[config.mk]
export PLATFORM = sky130hd
export DESIGN_NAME = calib_sequencer
export DESIGN_NICKNAME = d
export VERILOG_FILES = /design/src/rtl/calib_sequencer.sv
export SDC_FILE = /design/constraint.sdc
export NUM_CORES = 1
export LEC_CHECK = 0
export ABC_CLOCK_PERIOD_IN_PS = 2750
export BUFFER_PORTS_ARGS = -buffer_cell sky130_fd_sc_hd__buf_2
export CAP_MARGIN = 20
export CORE_ASPECT_RATIO = 1.1
export CORE_MARGIN = 2
export CORE_UTILIZATION = 40
export DETAILED_ROUTE_END_ITERATION = 6
export PLACE_DENSITY = 0.64
export REMOVE_ABC_BUFFERS = 1
export SYNTH_ARGS = -nofsm -noshare
export SYNTH_HDL_FRONTEND = slang
export SYNTH_SLANG_ARGS = --single-unit
[constraint.sdc]
create_clock -name clk -period 2.75 [get_ports clk]
set_clock_uncertainty 0.15 [all_clocks]
set_input_delay 0.4125 -clock clk [delete_from_list [all_inputs] [get_ports clk]]
set_output_delay 0.4125 -clock clk [all_outputs]
set_load 0.02 [all_outputs]
[src/rtl/calib_sequencer.sv]
// rtl/calib_sequencer.sv - offset calibration pass: average FIFO frames per channel, write offsets to EEPROM
module calib_sequencer #(
    parameter int unsigned AVG_LOG2    = 4,
    parameter logic [7:0]  BASE_ADDR   = 8'h00,
    parameter int unsigned ACK_TIMEOUT = 1023
) (
    input  logic         clk,
    input  logic         rst_n,
    input  logic         start,
    input  logic         abort,
    output logic         fifo_aclr,
    output logic         fifo_rdreq,
    input  logic [7:0]   fifo_rdusedw,
    input  logic [127:0] fifo_q,
    output logic         ee_req,
    output logic [7:0]   ee_addr,
    output logic [7:0]   ee_wdata,
    input  logic         ee_ack,
    output logic         busy,
    output logic         done,
    output logic         err,
    output logic [127:0] cal_offset
);
    localparam int ACC_W = 16 + AVG_LOG2;
    localparam int TO_W  = $clog2(ACK_TIMEOUT + 1);

    typedef enum logic [3:0] {
        S_IDLE, S_CLEAR, S_WAIT, S_READ, S_ACC, S_AVG, S_WR, S_WR_ACK, S_GAP, S_DONE
    } state_t;

    state_t                  state_q;
    logic signed [ACC_W-1:0] acc_q [8];
    logic [AVG_LOG2-1:0]     frame_q;
    logic [3:0]              byte_q;
    logic [3:0]              byte_d;
    logic [TO_W-1:0]         to_cnt_q;
    logic                    fifo_aclr_q;
    logic                    fifo_rdreq_q;
    logic                    ee_req_q;
    logic [7:0]              ee_addr_q;
    logic [7:0]              ee_wdata_q;
    logic                    done_q;
    logic                    err_q;
    logic [127:0]            cal_offset_q;
    logic [127:0]            avg_d;

    // Byte k of the offset set: channel k/2, high byte on even k; matches the ch0-at-MSB packing.
    function automatic logic [7:0] byte_sel(input logic [127:0] v, input logic [3:0] k);
        return v[{4'd15 - k, 3'b000} +: 8];
    endfunction

    assign byte_d = byte_q + 4'd1;

    always_comb begin
        avg_d = '0;
        for (int i = 0; i < 8; i++) begin
            avg_d[16*(7-i) +: 16] = 16'(acc_q[i] >>> AVG_LOG2);
        end
    end

    always_ff @(posedge clk or negedge rst_n) begin
        if (!rst_n) begin
            state_q      <= S_IDLE;
            frame_q      <= '0;
            byte_q       <= '0;
            to_cnt_q     <= '0;
            fifo_aclr_q  <= 1'b0;
            fifo_rdreq_q <= 1'b0;
            ee_req_q     <= 1'b0;
            ee_addr_q    <= '0;
            ee_wdata_q   <= '0;
            done_q       <= 1'b0;
            err_q        <= 1'b0;
            cal_offset_q <= '0;
            for (int i = 0; i < 8; i++) acc_q[i] <= '0;
        end else begin
            fifo_aclr_q  <= 1'b0;
            fifo_rdreq_q <= 1'b0;
            done_q       <= 1'b0;
            err_q        <= 1'b0;
            if (abort && state_q != S_IDLE) begin
                state_q  <= S_IDLE;
                ee_req_q <= 1'b0;
            end else begin
                case (state_q)
                    S_IDLE: begin
                        if (start) begin
                            for (int i = 0; i < 8; i++) acc_q[i] <= '0;
                            frame_q     <= '0;
                            byte_q      <= '0;
                            fifo_aclr_q <= 1'b1;
                            state_q     <= S_CLEAR;
                        end
                    end
                    S_CLEAR: state_q <= S_WAIT;
                    S_WAIT: begin
                        if (fifo_rdusedw != 8'd0) begin
                            fifo_rdreq_q <= 1'b1;
                            state_q      <= S_READ;
                        end
                    end
                    S_READ: state_q <= S_ACC;
                    S_ACC: begin
                        for (int i = 0; i < 8; i++) begin
                            acc_q[i] <= acc_q[i] + ACC_W'($signed(fifo_q[16*(7-i) +: 16]));
                        end
                        frame_q <= frame_q + AVG_LOG2'(1);
                        state_q <= (frame_q == '1) ? S_AVG : S_WAIT;
                    end
                    S_AVG: begin
                        cal_offset_q <= avg_d;
                        ee_req_q     <= 1'b1;
                        ee_addr_q    <= BASE_ADDR + {4'd0, byte_q};
                        ee_wdata_q   <= byte_sel(avg_d, byte_q);
                        state_q      <= S_WR;
                    end
                    S_WR: begin
                        to_cnt_q <= '0;
                        if (ee_ack) begin
                            ee_req_q <= 1'b0;
                            state_q  <= S_GAP;
                        end else begin
                            state_q  <= S_WR_ACK;
                        end
                    end
                    S_WR_ACK: begin
                        if (ee_ack) begin
                            ee_req_q <= 1'b0;
                            state_q  <= S_GAP;
                        end else if (to_cnt_q == TO_W'(ACK_TIMEOUT - 1)) begin
                            ee_req_q <= 1'b0;
                            err_q    <= 1'b1;
                            state_q  <= S_IDLE;
                        end else begin
                            to_cnt_q <= to_cnt_q + TO_W'(1);
                        end
                    end
                    S_GAP: begin
                        if (byte_q == 4'd15) begin
                            done_q  <= 1'b1;
                            state_q <= S_DONE;
                        end else begin
                            byte_q     <= byte_d;
                            ee_req_q   <= 1'b1;
                            ee_addr_q  <= BASE_ADDR + {4'd0, byte_d};
                            ee_wdata_q <= byte_sel(cal_offset_q, byte_d);
                            state_q    <= S_WR;
                        end
                    end
                    S_DONE:  state_q <= S_IDLE;
                    default: state_q <= S_IDLE;
                endcase
            end
        end
    end

    assign fifo_aclr  = fifo_aclr_q;
    assign fifo_rdreq = fifo_rdreq_q;
    assign ee_req     = ee_req_q;
    assign ee_addr    = ee_addr_q;
    assign ee_wdata   = ee_wdata_q;
    assign busy       = (state_q != S_IDLE);
    assign done       = done_q;
    assign err        = err_q;
    assign cal_offset = cal_offset_q;

endmodule

==> results.ini, run 1 <==
[run_status]
status=completed

[setup_path]
crit_type=flip-flop to flip-flop
reg2reg_to=acc_q[92]
crit_path_top_delay_cell=dfrtp_1
startpoint_type=flip-flop
reg2reg_depth=10
worstReg2RegStart=acc_q[80]
slowest_delay_ns=0.39
reg2reg_slack_ns=0.03
cp_max_fo=4
cp_top_family=compound AO/OA/AOI/OAI gates
critPathBufInv=1
path_cells=ha_2 > inv_2 > fa_2 > nor2b_2 > o31a_1 > o2111ai_2 > a21oi_4 > o311a_1 > or3_1 > a32o_1
crit_path_end_kind=flip-flop
required_ns=3.04
arrival_ns=3.01

[floorplanning]
start_util=0.403
ios=291
die_h_um=250
die_w_um=228
dieArea_um2=56900
rows=90
core_area_um2=54600

[timing]
drv_slew=0
max_slew_margin=0.398
tightest_slew_ns=0.902
hold-worst-slack_ns=0.0626
fin_ws_ns=0.0319
rsz0062_at_grt=true
max_freq_ghz=0.368
fin_crit_sh=0.988
period_minus_slack_ns=2.72
fin_setup_tns_ns=0
setup_viol=0
hold_violations=0

[place]
place_ws_ns=-0.219
hpwl_um=56200
io_buffer_count=286
gp_congestion=0.955

[worst_hold_path]
min_path_cells=4
hold_class=primary input to flip-flop
hp-start=fifo_q[96]
holdPathEnd=acc_q[120]

[power]
ir_drop_mv=0.471
finalPower_mw=20.2
p_leak_nw=13.4
powerDensity_nw_per_um2=749

[detailed_routing]
vias_per_cell=5.78
drc=0
drt-total-wl_um=74100
dr.pass1.iters=5
wl_per_cell_um=22.2
drt-initial-drc-count=1359
ant_nets=0
vias=19279

[global_route]
antenna_found_initial=9
busiest_layer=met2
grt.met1_usage=0.336
use_met2=0.430
grt_pass1_wl_um=112000
grt_max_degree=77
first_global_vias=19234
gr-total-overflow=0
grtUsageTotal=0.258
met3_usage=0.0374

[final_layout]
seq_area_um2=8190
syn_to_final_growth_pct=22.5
layout_commonest_cell=dfrtp_1
layout_common_cells=dfrtp_1 (325), buf_2 (285), nand2_1 (253)
fin_nets=2877
drive_gt1_frac=0.302
fill_cells=5015
multi_input_area_um2=13300

[clock_network]
cts_made_buffers=38
clk_pin_slew_worst_paths_ns=0.07
numClockSinks=327
clockBufferDepth=3
htreeDepth=2
cts-root-buf=clkbuf_16
tritoncts=built
insertion_delay_ns=0.55

[flow_run]
drv_cap=0

[synthesis]
syn_area_um2=22000
ys_ff_latch=327
synth_edf_count=0
seq_area_frac_synth=0.372
synth_cells=2161
synth_ff_type=dfrtp_1
ys_async_sr_fraction=1.00
synth_cell_types=86
ys.warnings.count=0
synth_area_per_cell_um2=10.2

## Yosys cell counts (11+ instances only)
library cell | instances | area, um2
mux2i_1 | 18 | 180
o31ai_1 | 34 | 255
a211oi_1 | 23 | 173
inv_1 | 56 | 210
o41ai_1 | 12 | 105
o21bai_1 | 11 | 82.6
nand2b_1 | 17 | 106
clkbuf_1 | 77 | 289
ha_1 | 157 | 1960
a21o_1 | 62 | 465
o21a_1 | 17 | 128
a21oi_1 | 126 | 631
dfrtp_1 | 327 | 8180
a31oi_1 | 19 | 119
o211ai_1 | 22 | 165
xor2_1 | 63 | 552
nand3_1 | 50 | 250
nand4_1 | 30 | 188
or3_1 | 16 | 100
and3_1 | 14 | 87.6
nor2b_1 | 18 | 113
nand2_1 | 254 | 953
xnor2_1 | 52 | 455
mux4_2 | 75 | 1690
buf_2 | 12 | 60.1
mux2_2 | 129 | 1450
nor2_1 | 86 | 323
o21ai_0 | 180 | 901
nor3_1 | 20 | 100
## power by group
| part | internal (mW) | total (mW) | switching, mW | leakage (nW) |
|---|---|---|---|---|
| combinational | 3.44 | 8.25 | 4.81 | 8.28 |
| sequential | 5.69 | 6.66 | 0.978 | 4.52 |
| clock | 3.13 | 5.26 | 2.13 | 0.632 |
## worst register-to-register path: cells and delay by family, from the launching register on
family | cells | cell delay (ns)
AO/OA/AOI/OAI | 5 | 1.26
flip-flops | 1 | 0.39
adder cells (fa/ha/maj) | 2 | 0.39
AND/OR/NAND/NOR | 2 | 0.37
buffers and inverters | 1 | 0.05
## registers in the layout, indices dropped and copies added (netlist names)
name	flops
acc_q	160
byte_q	4
cal_offset	128
done	1
ee_addr	4
ee_req	1
ee_wdata	8
err	1
fifo_aclr	1
fifo_rdreq	1
frame_q	4
state_q	4
to_cnt_q	10
## how the worst max path moves through the flow
stage	cells past startpoint	endpoint	from
after floorplan	6	byte_q[0]	state_q[2]
after global placement	11	acc_q[34]	fifo_q[16]
after detailed placement	11	acc_q[118]	fifo_q[80]
after CTS	11	acc_q[112]	acc_q[100]
after global routing	10	acc_q[92]	acc_q[80]
final	10	acc_q[92]	acc_q[80]
## kinds of logic (layout without fill, tap and decap cells)
kind of cell,after synthesis,in the layout,synth area share
xor gates and xnor gates,115,115,0.0458
AOI/OAI and AO/OA,603,603,0.178
muxes,227,227,0.157
adders and majority gates,165,165,0.0966
and+or+nand+nor,560,560,0.120
DFF,327,327,0.372
buffers and inverters,163,595,0.0307
other,1,8,0.000170
## layout make-up
class,count,area share
multi-input combinational,1674,0.494
sequential,327,0.304
timing repair buffer,472,0.112
clock buffer,55,0.0434
tap,736,0.0342
inverter,58,0.00808
clock inverter,10,0.00395
antenna,4,0.000371
## per-stage QoR
step | util | instances | area, um2
2_1_floorplan | - | 2059 | 21500
3_3_place_gp | 0.465 | 3254 | 25400
3_5_place_dp | 0.465 | 3254 | 25400
4_1_cts | 0.490 | 3327 | 26800
5_1_grt | 0.493 | 3336 | 26900
6_report | 0.493 | 3336 | 26900
## timing repair
item | in CTS | in global routing
pin swaps | 1 | 11
setup endpoints to repair | 6 | 23
hold buffers | 6 | 0
buffers inserted | 2 | 5
endpoints found under the hold margin | 51 | 0
gates resized for setup | 5 | 34
## per-layer routing
metal	routed length [um]	vias to the layer above
met4	3090	4
met1	31500	9614
li1	-	8916
met2	35200	610
met3	4200	135
met5	23	-
Power figures use the tool's default switching activity.
==> run 2, diff against run 1 <==
--- a/config.mk
+++ b/config.mk
@@ -13,7 +13,6 @@
 export CORE_UTILIZATION = 40
 export DETAILED_ROUTE_END_ITERATION = 6
 export PLACE_DENSITY = 0.64
-export REMOVE_ABC_BUFFERS = 1
 export SYNTH_ARGS = -nofsm -noshare
 export SYNTH_HDL_FRONTEND = slang
 export SYNTH_SLANG_ARGS = --single-unit
==> results.ini, run 2 (synthesis gave the netlist of run 1 again) <==
[power]
seq_power_share=0.327  ; -0.003
p_sw_frac=0.392  ; -0.000909
powerDensity_nw_per_um2=753  ; +0.60%
p_switching_mw=7.97  ; +0.68%
clockPowerShare=0.266  ; +0.005
finalPower_mw=20.4  ; +0.92%
combinationalPowerShare=0.407  ; -0.002
ir_drop_mv=0.426  ; -9.5%
p_leak_nw=13.5  ; +0.43%
p_int_mw=12.4  ; +1.1%

[floorplanning]
die_w_um=228  ; unchanged
die_h_um=250  ; unchanged
ios=291  ; unchanged
start_util=0.403  ; unchanged
core_area_um2=54600  ; unchanged
rows=90  ; unchanged
dieArea_um2=56900  ; unchanged

[final_layout]
drive_gt1_frac=0.304  ; +0.00133
largest_reg_flops=160  ; unchanged
syn_to_final_growth_pct=22.9
fill_cells=4915  ; -2.0%
final_core_util=0.495  ; +0.00154
fin_nets=2889  ; +0.42%
final_cell_area_um2=27000  ; +0.31%
top_register=acc_q
layout_commonest_cell=dfrtp_1
multi_input_area_um2=13300  ; -0.30%
layout_common_cells=dfrtp_1 (324), buf_2 (285), nand2_1 (253)
seq_area_um2=8190  ; about the same

[timing]
setup_viol=0  ; unchanged
drv_slew=0  ; unchanged
fin_crit_sh=0.984  ; -0.00392
period_minus_slack_ns=2.71  ; -0.0108 ns
max_slew_margin=0.386  ; -0.0129
tightest_slew_ns=0.922  ; +0.0194 ns
rsz0062_at_grt=true
max_freq_ghz=0.369  ; +0.40%
hold_violations=0  ; unchanged
fin_ws_ns=0.0427  ; +0.0108 ns

[global_route]
first_global_vias=19260  ; +0.14%
grtUsageTotal=0.262  ; +0.00426
grt_pass1_wl_um=114000  ; +1.1%
antenna_found_initial=6  ; -3
grt_max_degree=65  ; -16%
gr-total-overflow=0  ; unchanged

[run_status]
status=completed

[setup_path]
worstReg2RegStart=acc_q[100]
reg2reg_slack_ns=0.04  ; about the same
crit_type=flip-flop to flip-flop
cp_max_fo=2  ; -2
startpoint_type=flip-flop
crit_path_start=acc_q[100]
arrival_ns=2.99  ; -0.02 ns
worstSetupEndpoint=acc_q[118]
reg2reg_to=acc_q[118]
crit_path_top_delay_cell=fa_2
reg2reg_depth=11  ; +1
required_ns=3.04  ; about the same
slowest_delay_ns=0.36  ; -0.03 ns
path_cells=ha_2 > inv_2 > fa_2 > nor2b_4 > o21a_1 > o211ai_1 > buf_4 > a2111oi_4 > o21ai_1 > a21o_1 > a32o_1
crit_path_end_kind=flip-flop

[clock_network]
insertion_delay_ns=0.56  ; about the same
clk_pin_slew_worst_paths_ns=0.06  ; about the same
htreeDepth=2  ; unchanged
numClockSinks=327  ; unchanged
cts-root-buf=clkbuf_16
tritoncts=built
cts_made_buffers=39  ; +2.6%
clockBufferDepth=3  ; unchanged

[detailed_routing]
drt-total-wl_um=74900  ; +1.1%
wl_per_cell_um=22.4  ; +0.70%
vias=19293  ; +0.073%
drt-initial-drc-count=1266  ; -6.8%
drc=0  ; unchanged
vias_per_cell=5.76  ; -0.29%
dr.pass1.iters=5  ; unchanged
ant_nets=0  ; unchanged

[flow_run]
drv_cap=0  ; unchanged

[place]
place_ws_ns=-0.264  ; -0.0448 ns
io_buffer_count=286  ; unchanged
gp_congestion=0.937  ; -1.9%
hpwl_um=56800  ; +1.1%
dpl-instance-area_um2=25500  ; +0.47%

[worst_hold_path]
hold_class=primary input to flip-flop

[run 2: changes by cell type in the layout (fill, tap and decap cells not counted), sizes merged]
| cell | before | now |
|---|---|---|
| buf | 466 | 477 |
| diode | 4 | 1 |
| inv | 58 | 60 |
| bufinv | 2 | 3 |
| clkbuf | 55 | 56 |
| clkinv | 7 | 6 |
| clkinvlp | 1 | 2 |
[run 2: routing by layer]
metal / part of all wire / up-vias / wire length (um) / track usage
met2: 0.48 / 687 / 35700 / 0.437
met5: 0.00055 / - / 41 / 0
met1: 0.41 / 9510 / 30900 / 0.335
li1: - / 8945 / - / -
met3: 0.061 / 145 / 4540 / 0.0387
met4: 0.049 / 6 / 3680 / 0.122
[run 2: metrics by stage]
stage | setup TNS [ns] | cells | hold slack (ns)
final | 0 | 3348 | 0.0614
after global routing | -0.151 | 3347 | 0.0752
after CTS | -0.00408 | 3346 | 0.0255
after detailed placement | -1.41 | 3270 | 0.182
after global placement | -0.937 | 3270 | 0.183
after floorplan | 0 | 2164 | -0.0331
[run 2: worst max-delay path: cells and delay by family (launching register included)]
family / cells / cell delay [ns]
AND/OR/NAND/NOR: 1 / 0.13
flip-flops: 1 / 0.35
buffers and inverters: 2 / 0.23
adder cells (fa/ha/maj): 2 / 0.54
AO/OA/AOI/OAI: 6 / 1.19
[run 2: area by class of cell]
type	count	area share
Clock inverter	13	0.00593
Inverter	58	0.00805
Tap cell	736	0.0341
Antenna cell	1	0.0000926
Sequential cell	327	0.303
Clock buffer	56	0.0430
Multi-Input combinational cell	1674	0.491
Timing Repair Buffer	483	0.115
[run 2: what timing repair did]
action / 4_1_cts / 5_1_grt
endpoints found under the setup margin: 3 / 29
gates resized for setup: 7 / 26
setup buffers: 1 / 1
pin swaps: 6 / 8
hold buffers: 6 / 0
endpoints found under the hold margin: 151 / 0
[run 2: worst min-delay path by stage]
stage	startpoint	endpoint	slack, ns	depth (start not counted)
2_1_floorplan	rst_n	acc_q[0]	-0.03	0
3_3_place_gp	rst_n	fifo_rdreq	0.18	1
3_5_place_dp	rst_n	fifo_rdreq	0.18	1
4_1_cts	fifo_q[32]	acc_q[40]	0.03	4
5_1_grt	fifo_q[48]	acc_q[60]	0.08	4
6_report	fifo_q[0]	acc_q[0]	0.06	4
[run 2: power groups by stage]
stage	Combinational, mW	Sequential, mW	Clock, mW
3_5_place_dp	8.16	6.71	0
3_3_place_gp	8.03	6.67	0
2_1_floorplan	4.77	6.74	0
6_report	8.29	6.66	5.41
5_1_grt	9.08	6.75	5.72
4_1_cts	8.22	6.63	5.53
==> run 3, diff against run 2 <==
--- a/config.mk
+++ b/config.mk
@@ -10,9 +10,9 @@
 export CAP_MARGIN = 20
 export CORE_ASPECT_RATIO = 1.1
 export CORE_MARGIN = 2
-export CORE_UTILIZATION = 40
+export CORE_UTILIZATION = 34
 export DETAILED_ROUTE_END_ITERATION = 6
-export PLACE_DENSITY = 0.64
+export PLACE_DENSITY = 0.57
 export SYNTH_ARGS = -nofsm -noshare
 export SYNTH_HDL_FRONTEND = slang
 export SYNTH_SLANG_ARGS = --single-unit
==> results.ini, run 3 (synthesis gave the netlist of run 1 again) <==
[place]
gp_congestion=0.955  ; +2.0%
placed_cells=3368  ; +3.0%
hpwl_um=58200  ; +2.5%
io_buffer_count=286  ; unchanged

[clock_network]
insertion_delay_ns=0.57  ; about the same
tritoncts=built
numClockSinks=327  ; unchanged
cts_made_buffers=41  ; +5.1%
htreeDepth=2  ; unchanged
clockBufferDepth=3  ; unchanged
clk_pin_slew_worst_paths_ns=0.06  ; about the same
cts-root-buf=clkbuf_16

[final_layout]
syn_to_final_growth_pct=23.9
layout_common_cells=dfrtp_1 (324), buf_2 (285), nand2_1 (253)
fin_nets=2884  ; -0.17%
instances_no_fill=3453  ; +3.1%
largest_reg_flops=160  ; unchanged
fill_cells=6244  ; +27%
top_register=acc_q
final_core_util=0.427  ; -0.0680
drive_gt1_frac=0.304  ; +0.000766
multi_input_area_um2=13300  ; about the same
seq_area_um2=8190  ; unchanged
layout_commonest_cell=dfrtp_1

[detailed_routing]
wl_per_cell_um=22.1  ; -1.1%
vias=19074  ; -1.1%
vias_per_cell=5.52  ; -4.1%
dr.pass1.iters=6  ; +1
drt-initial-drc-count=1199  ; -5.3%
drt-total-wl_um=76400  ; +2.0%
drc=0  ; unchanged
ant_nets=0  ; unchanged

[setup_path]
crit_path_top_delay_cell=a2111oi_4
required_ns=3.06  ; +0.02 ns
reg2reg_to=acc_q[118]
cp_top_family=compound AO/OA/AOI/OAI gates
critPathBufInv=2  ; unchanged
worstReg2RegStart=acc_q[100]
crit_type=flip-flop to flip-flop
cp_max_fo=2  ; unchanged
crit_path_end_kind=flip-flop
cp.depth=11  ; unchanged
path_cells=ha_2 > inv_2 > fa_2 > nor2b_2 > o21a_1 > o211ai_1 > buf_4 > a2111oi_4 > o21ai_2 > a21o_1 > a32o_1
startpoint_type=flip-flop
reg2reg_depth=11  ; unchanged
slowest_delay_ns=0.40  ; +0.04 ns
arrival_ns=2.99  ; about the same
reg2reg_slack_ns=0.07  ; +0.03 ns

[power]
p_switching_mw=8.06  ; +1.1%
p_sw_frac=0.389  ; -0.00271
p_leak_nw=13.5  ; +0.26%
combinationalPowerShare=0.394  ; -0.013
powerDensity_nw_per_um2=761  ; +0.98%
p_int_mw=12.7  ; +2.3%
finalPower_mw=20.7  ; +1.8%
seq_power_share=0.323  ; -0.004
ir_drop_mv=0.531  ; +24%
clockPowerShare=0.283  ; +0.017

[timing]
setup_viol=0  ; unchanged
hold_violations=0  ; unchanged
fin_crit_sh=0.974  ; -0.0107
period_minus_slack_ns=2.68  ; -0.0294 ns
fin_setup_tns_ns=0  ; unchanged
tightest_slew_ns=0.712  ; -0.209 ns
max_freq_ghz=0.373  ; +1.1%
rsz0062_at_grt=true
drv_slew=0  ; unchanged
max_slew_margin=0.525  ; +0.140

[global_route]
grt_max_degree=104  ; +60%
first_global_vias=19106  ; -0.80%
antenna_found_initial=7  ; +1
grtUsageTotal=0.227  ; -0.0359
grt_pass1_wl_um=116000  ; +2.2%
gr-total-overflow=0  ; unchanged

[worst_hold_path]
hp-start=fifo_q[64]
hold_class=primary input to flip-flop
min_path_cells=4  ; unchanged
holdPathEnd=acc_q[80]

[run_status]
status=completed

[flow_run]
drv_cap=0  ; unchanged

[floorplanning]
core_area_um2=63800  ; +17%
dieArea_um2=66700  ; +17%
ios=291  ; unchanged
rows=97  ; +7.8%
die_h_um=271  ; +8.3%
start_util=0.345  ; -0.0582
die_w_um=247  ; +8.3%

==> run 3: routing by layer <==
| metal | part of all wire | GRT usage | up-vias |
|---|---|---|---|
| met5 | 0.00031 | 0 | - |
| met4 | 0.038 | 0.0858 | 4 |
| met3 | 0.052 | 0.0364 | 111 |
| met2 | 0.48 | 0.377 | 492 |
| met1 | 0.43 | 0.295 | 9510 |
| li1 | - | - | 8957 |
==> run 3: power groups by stage <==
stage	registers [mW]	logic [mW]	clock network, mW
after floorplan	6.74	4.77	0
after global placement	6.72	7.95	0
after detailed placement	6.77	8.06	0
after CTS	6.68	8.12	6.00
after global routing	6.81	8.97	6.22
final	6.70	8.16	5.87
==> run 3: worst max-delay path by stage <==
stage                           from          to  slack, ns
after floorplan           fifo_q[80]  acc_q[118]       0.11
after global placement    fifo_q[80]  acc_q[118]      -0.29
after detailed placement  fifo_q[80]  acc_q[118]      -0.33
after CTS                 acc_q[100]  acc_q[112]      0.002
after global routing      acc_q[100]  acc_q[118]      -0.08
final                     acc_q[100]  acc_q[118]       0.07
==> run 3: what timing repair did <==
item	4_1_cts	5_1_grt
gates resized for setup	7	27
hold endpoints to repair	177	0
hold buffers	5	0
buffers inserted	1	2
endpoints found under the setup margin	4	30
pin swaps	6	11
==> run 3: area by class of cell <==
cell class | instances | share of cell area
inverters | 58 | 0.00799
clock inverters | 19 | 0.00983
multi-input cells | 1674 | 0.487
repair buffers | 476 | 0.113
flip-flops and latches | 327 | 0.300
clock buffers | 57 | 0.0432
diodes | 1 | 0.0000918
well taps | 841 | 0.0386
==> run 3: worst reg2reg max path, stage by stage (launching register included) <==
cell and delay (ns):
dfrtp_1 0.35, ha_2 0.19, inv_2 0.04, fa_2 0.34
nor2b_2 0.14, o21a_1 0.14, o211ai_1 0.15, buf_4 0.20
a2111oi_4 0.40, o21ai_2 0.10, a21o_1 0.16, a32o_1 0.24
==> run 3: stage by stage <==
| step | area, um2 | hold slack [ns] | setup slack (ns) |
|---|---|---|---|
| finish | 27300 | 0.0580 | 0.0721 |
| global route | 27300 | 0.0557 | -0.0849 |
| CTS | 27100 | 0.0240 | 0.00201 |
| detailed placement | 25600 | 0.189 | -0.328 |
| global placement | 25600 | 0.190 | -0.290 |
| floorplan | 22000 | -0.0331 | 0.115 |
